==> src/rtl/mem_bus_arbiter.sv <==
// mem_bus_arbiter
//   Shares one memory-side request port between the instruction-fetch
//   master (ibus) and the load/store master (dbus). dbus normally wins
//   contention because a pending load/store stalls execution. A saturating
//   starvation counter forces an ibus grant after STARVE_LIMIT back-to-back
//   dbus wins while ibus was waiting. One transaction is outstanding at a
//   time. The winning request is registered, so m_* stays stable downstream.
//
// Ports
//   clk, reset                  clock (rising edge), async active-high reset
//   i_valid/i_addr/i_size       ibus request, held until i_data_ok
//   i_addr_ok/i_data_ok         ibus accept / completion pulses
//   d_valid/d_addr/d_size       dbus request, held until d_data_ok
//   d_strobe/d_wdata            dbus byte enables (0 = read) and store data
//   d_addr_ok/d_data_ok         dbus accept / completion pulses
//   rdata                       read data, meaningful with a data_ok pulse
//   m_valid/m_addr/m_size       downstream request and registered owner fields
//   m_strobe/m_wdata            registered strobe (0 for ibus) and store data
//   m_addr_ok/m_data_ok/m_rdata downstream handshake and read data
module mem_bus_arbiter #(
    parameter int ADDR_W       = 32,
    parameter int DATA_W       = 32,
    parameter int STARVE_LIMIT = 4
) (
    input  logic                clk,
    input  logic                reset,
    input  logic                i_valid,
    input  logic [ADDR_W-1:0]   i_addr,
    input  logic [2:0]          i_size,
    output logic                i_addr_ok,
    output logic                i_data_ok,
    input  logic                d_valid,
    input  logic [ADDR_W-1:0]   d_addr,
    input  logic [2:0]          d_size,
    input  logic [DATA_W/8-1:0] d_strobe,
    input  logic [DATA_W-1:0]   d_wdata,
    output logic                d_addr_ok,
    output logic                d_data_ok,
    output logic [DATA_W-1:0]   rdata,
    output logic                m_valid,
    output logic [ADDR_W-1:0]   m_addr,
    output logic [2:0]          m_size,
    output logic [DATA_W/8-1:0] m_strobe,
    output logic [DATA_W-1:0]   m_wdata,
    input  logic                m_addr_ok,
    input  logic                m_data_ok,
    input  logic [DATA_W-1:0]   m_rdata
);

    localparam logic [3:0] LIMIT_C = 4'(STARVE_LIMIT);

    typedef enum logic [1:0] {
        S_IDLE = 2'd0,
        S_ADDR = 2'd1,
        S_DATA = 2'd2
    } state_t;

    state_t     state;
    state_t     state_nxt;
    logic       owner_d;      // 1: dbus owns the current transaction
    logic [3:0] starve_cnt;
    logic       req_any;
    logic       grant_d;
    logic       addr_ok_w;
    logic       data_ok_w;

    // Saturating increment, capped at the starvation limit.
    function automatic logic [3:0] sat_inc(input logic [3:0] v);
        if (v >= LIMIT_C)
            return LIMIT_C;
        return v + 4'd1;
    endfunction

    assign req_any = i_valid | d_valid;
    // dbus wins contention unless ibus has been passed over LIMIT times.
    assign grant_d = d_valid & ~(i_valid & (starve_cnt == LIMIT_C));

    always_ff @(posedge clk or posedge reset) begin
        if (reset)
            state <= S_IDLE;
        else
            state <= state_nxt;
    end

    always_comb begin
        state_nxt = state;
        case (state)
            S_IDLE: if (req_any) state_nxt = S_ADDR;
            S_ADDR: if (m_addr_ok) state_nxt = m_data_ok ? S_IDLE : S_DATA;
            S_DATA: if (m_data_ok) state_nxt = S_IDLE;
            default: state_nxt = S_IDLE;
        endcase
    end

    // Responses are only honoured in the phase that expects them; anything
    // arriving in IDLE, or data_ok before acceptance, falls through here.
    always_comb begin
        addr_ok_w = (state == S_ADDR) && m_addr_ok;
        data_ok_w = ((state == S_ADDR) && m_addr_ok && m_data_ok) ||
                    ((state == S_DATA) && m_data_ok);
        m_valid   = (state == S_ADDR);
        i_addr_ok = addr_ok_w & ~owner_d;
        i_data_ok = data_ok_w & ~owner_d;
        d_addr_ok = addr_ok_w & owner_d;
        d_data_ok = data_ok_w & owner_d;
    end

    assign rdata = m_rdata;

    // Grant: register the winner's fields for the whole transaction.
    always_ff @(posedge clk or posedge reset) begin
        if (reset) begin
            owner_d  <= 1'b0;
            m_addr   <= '0;
            m_size   <= '0;
            m_strobe <= '0;
            m_wdata  <= '0;
        end else if (state == S_IDLE && req_any) begin
            owner_d  <= grant_d;
            m_addr   <= grant_d ? d_addr : i_addr;
            m_size   <= grant_d ? d_size : i_size;
            m_strobe <= grant_d ? d_strobe : '0;
            m_wdata  <= grant_d ? d_wdata : '0;
        end
    end

    // Counts dbus wins while ibus waits; any idle cycle without an ibus
    // request, or any ibus grant, resets the count.
    always_ff @(posedge clk or posedge reset) begin
        if (reset)
            starve_cnt <= 4'd0;
        else if (state == S_IDLE) begin
            if (i_valid && grant_d)
                starve_cnt <= sat_inc(starve_cnt);
            else
                starve_cnt <= 4'd0;
        end
    end

endmodule
==> config.mk <==
export PLATFORM = sky130hd
export DESIGN_NAME = mem_bus_arbiter
export DESIGN_NICKNAME = d
export VERILOG_FILES = /design/src/rtl/mem_bus_arbiter.sv
export SDC_FILE = /design/constraint.sdc
export NUM_CORES = 1
export LEC_CHECK = 0
export ABC_AREA = 1
export BUFFER_PORTS_ARGS = -buffer_cell sky130_fd_sc_hd__buf_2
export CORE_MARGIN = 2
export CORE_UTILIZATION = 43
export CTS_CLUSTER_DIAMETER = 80
export CTS_CLUSTER_SIZE = 40
export DETAILED_ROUTE_END_ITERATION = 16
export GPL_ROUTABILITY_DRIVEN = 0
export PLACE_DENSITY = 0.82
export SYNTH_ARGS = -nofsm -noshare
export SYNTH_HDL_FRONTEND = slang
export SYNTH_SLANG_ARGS = --single-unit
==> constraint.sdc <==
create_clock -name clk -period 3 [get_ports clk]
set_input_delay 0.6 -clock clk [delete_from_list [all_inputs] [get_ports clk]]
set_output_delay 0.6 -clock clk [all_outputs]
set_load 0.03 [all_outputs]
==> qor.yml <==
power_and_ir_drop:
  switching_power_uw: 2440
  power_density_nw_per_um2: 1030
  peakVddDrop_uv: 592
  power_frac_seq_pct: 34.8
  finalPower_uw: 5150
  p_leak_uw: 0.00314
  p_int_uw: 2700
  p_sw_share_pct: 47.5
  p_clk_share_pct: 17.1
  power_frac_comb_pct: 48.1
floorplan:
  ioPinCount: 252
  start_util_pct: 43.9
  num_rows: 35
  die-area_sq_um: 10200
  die_height_um: 101
  core-area_sq_um: 9200
  die_w_um: 101
layout:
  antenna_cells: 0
  utilization_pct: 54.1
  fill_cells: 872
  nets: 818
  final_common_cell: "nand2_1"
  stdcell_area_sq_um: 4980
  multi_input_area_sq_um: 1380
  drive_gt1_share_pct: 33.2
  seq_area_sq_um: 1950
  area_growth_syn_to_layout_pct: 23.3
  mostFrequentLayoutCells: "nand2_1 (209), buf_2 (187), dfrtp_1 (78), inv_1 (76), nand3_1 (71)"
placed_design:
  place_hpwl_um: 6810
  placed_area_sq_um: 4750
  numPortBuffers: 187
grt:
  grt_pass1_vias: 3440
  grt_max_degree: 73
  antenna_found_initial: 0
  grt_usage_pct: 18.4
  grt_first_pass_wirelength_um: 15100
  gr-total-overflow: 0
logic_synthesis:
  syn_nets: 672
  muxShareOfSynthArea_pct: 0
  synth_top_family_by_area: "simple AND/OR/NAND/NOR gates"
  synthSimpleGateAreaFrac_pct: 32.2
  netlist_instances: 526
  synth.cell_area_sq_um: 4040
  ys_seq_elements: 78
  synth_compound_area_share_pct: 1.43
  yosysWarnings: 0
  synth.distinct_cells: 24
  synth-xor-area-share_pct: 0
  synthAdderAreaFrac_pct: 0.620
  syn_avg_cell_area_sq_um: 7.68
  ys_seq_area_share_pct: 48.3
drt:
  antenna_left: 0
  viasPerCell: 4.79
  drt-initial-drc-count: 135
  totalWireLength_um: 9590
  firstDrtPassIters: 7
  drc: 0
  wl_per_cell_um: 12.2
  vias: 3771
clocking:
  cts_hold_buf: 0
  cts_tree: "done"
  numClockSinks: 78
  h-tree-depth: 3
  cts_buffers: 9
  clk_pin_slew_ns: 0.08
  cts-resized-gates: 0
  clkLatencyLatePin_ns: 0.34
  cts_buffer_depth: 2
  post_cts_buffers: 0
  cts-root-buf: "clkbuf_8"
outcome:
  status: "finished, final reports clean"
sta:
  tns_ns: 0
  report.final.slew_viol_count: 0
  skew_ns: 0.00953
  period_minus_slack_ns: 2.04
  slew_headroom_pct: 52.6
  rsz0062_at_grt: "no"
  hold_viol_final: 0
  post-route-period-util_pct: 67.9
  setup_viol: 0
  clock.fmax_mhz: 491
  tightest_slew_ns: 0.711
worst_setup_path:
  critical_path_class: "register to primary output"
  timing.critical_path.from_type: "register"
  cp.arrival_ns: 1.44
  worst-path-max-fanout: 4
  required_ns: 2.40
  crit_path_end_kind: "primary output"
job:
  drv_cap: 0
worst_hold_path:
  hold_class: "input port to asynchronous set/reset pin"
## registers in the layout, indices dropped and copies added, names as in the netlist
signal,count
m_size,3
m_addr,32
starve_cnt,4
m_wdata,32
m_strobe,4
owner_d,1
state,2
## metal layers
metal	track usage [%]	share of wire, %	routed length [um]
met5	0	0	0
met2	32.7	50	4770
met3	4.23	7.0	674
met1	21.7	41	3970
met4	6.55	1.8	171
## worst paths after layout
| path | startpoint | end | slack, ns | cells after the start |
|---|---|---|---|---|
| max | state[0] | i_data_ok | 0.96 | 7 |
| min | reset | m_strobe[3] | 0.33 | 2 |
| max reg2reg | starve_cnt[0] | m_wdata[10] | 1.13 | 9 |
| min reg2reg | m_wdata[28] | m_wdata[28] | 0.48 | 2 |
| max in group asynchronous | reset | m_size[1] | 2.05 | 3 |
| min in group clk | m_data_ok | state[1] | 0.42 | 2 |
## stage by stage
step	worst slack (ns)	hold WS, ns	instances
2_1_floorplan	0.405	0.510	526
3_3_place_gp	1.05	0.456	772
3_5_place_dp	0.972	0.460	772
4_1_cts	0.947	0.331	788
5_1_grt	0.828	0.381	788
6_report	0.964	0.329	788
## kinds of logic (layout without fill, tap and decap cells)
kind of cell	after synthesis	count (layout)
and+or+nand+nor	303	303
buffers and inverters	135	286
DFF	78	78
AOI/OAI and AO/OA	8	8
adders and majority gates	2	2
## cell usage after synthesis
master | n | area (sq um)
o21ai_4 | 1 | 16.3
nor2_1 | 8 | 30.0
nor2_4 | 1 | 11.3
o31ai_1 | 1 | 7.51
nand3_4 | 1 | 17.5
nand2_4 | 1 | 11.3
o21ai_0 | 2 | 10.0
buf_6 | 5 | 56.3
a21oi_1 | 1 | 5.00
clkbuf_1 | 4 | 15.0
dfrtp_1 | 78 | 1950
buf_8 | 1 | 15.0
nand2_8 | 1 | 20.0
nand3_1 | 71 | 355
inv_4 | 1 | 6.26
inv_2 | 2 | 7.51
nand4_1 | 1 | 6.26
inv_1 | 77 | 289
nand2_2 | 10 | 62.6
nand2_1 | 209 | 785
ha_1 | 2 | 25.0
buf_2 | 9 | 45.0
buf_4 | 36 | 270
o22ai_1 | 3 | 18.8
## area by class of cell
cell class	count	area share, %
Sequential cell	78	39.2
Multi-Input combinational cell	313	27.7
Timing Repair Buffer	190	19.5
Inverter	80	6.11
Tap cell	111	2.79
Clock buffer	10	2.76
Clock inverter	6	1.88
## worst max-delay path, cell delays in order (launching register included)
cell and delay, ns:
dfrtp_1 0.40, inv_1 0.08, nor2_1 0.11, nand2_1 0.11, nand2_1 0.07, nand2_1 0.06
nor2_1 0.08, buf_2 0.19
## power groups by stage
stage               Clock [uW]  Sequential [uW]  Combinational, uW
detailed placement           0             1800               2500
CTS                        916             1790               2500
floorplan                    0             2650               1000
global route               955             1840               2710
finish                     883             1790               2480
global placement             0             1790               2450
(Power assumes the default switching activity.)
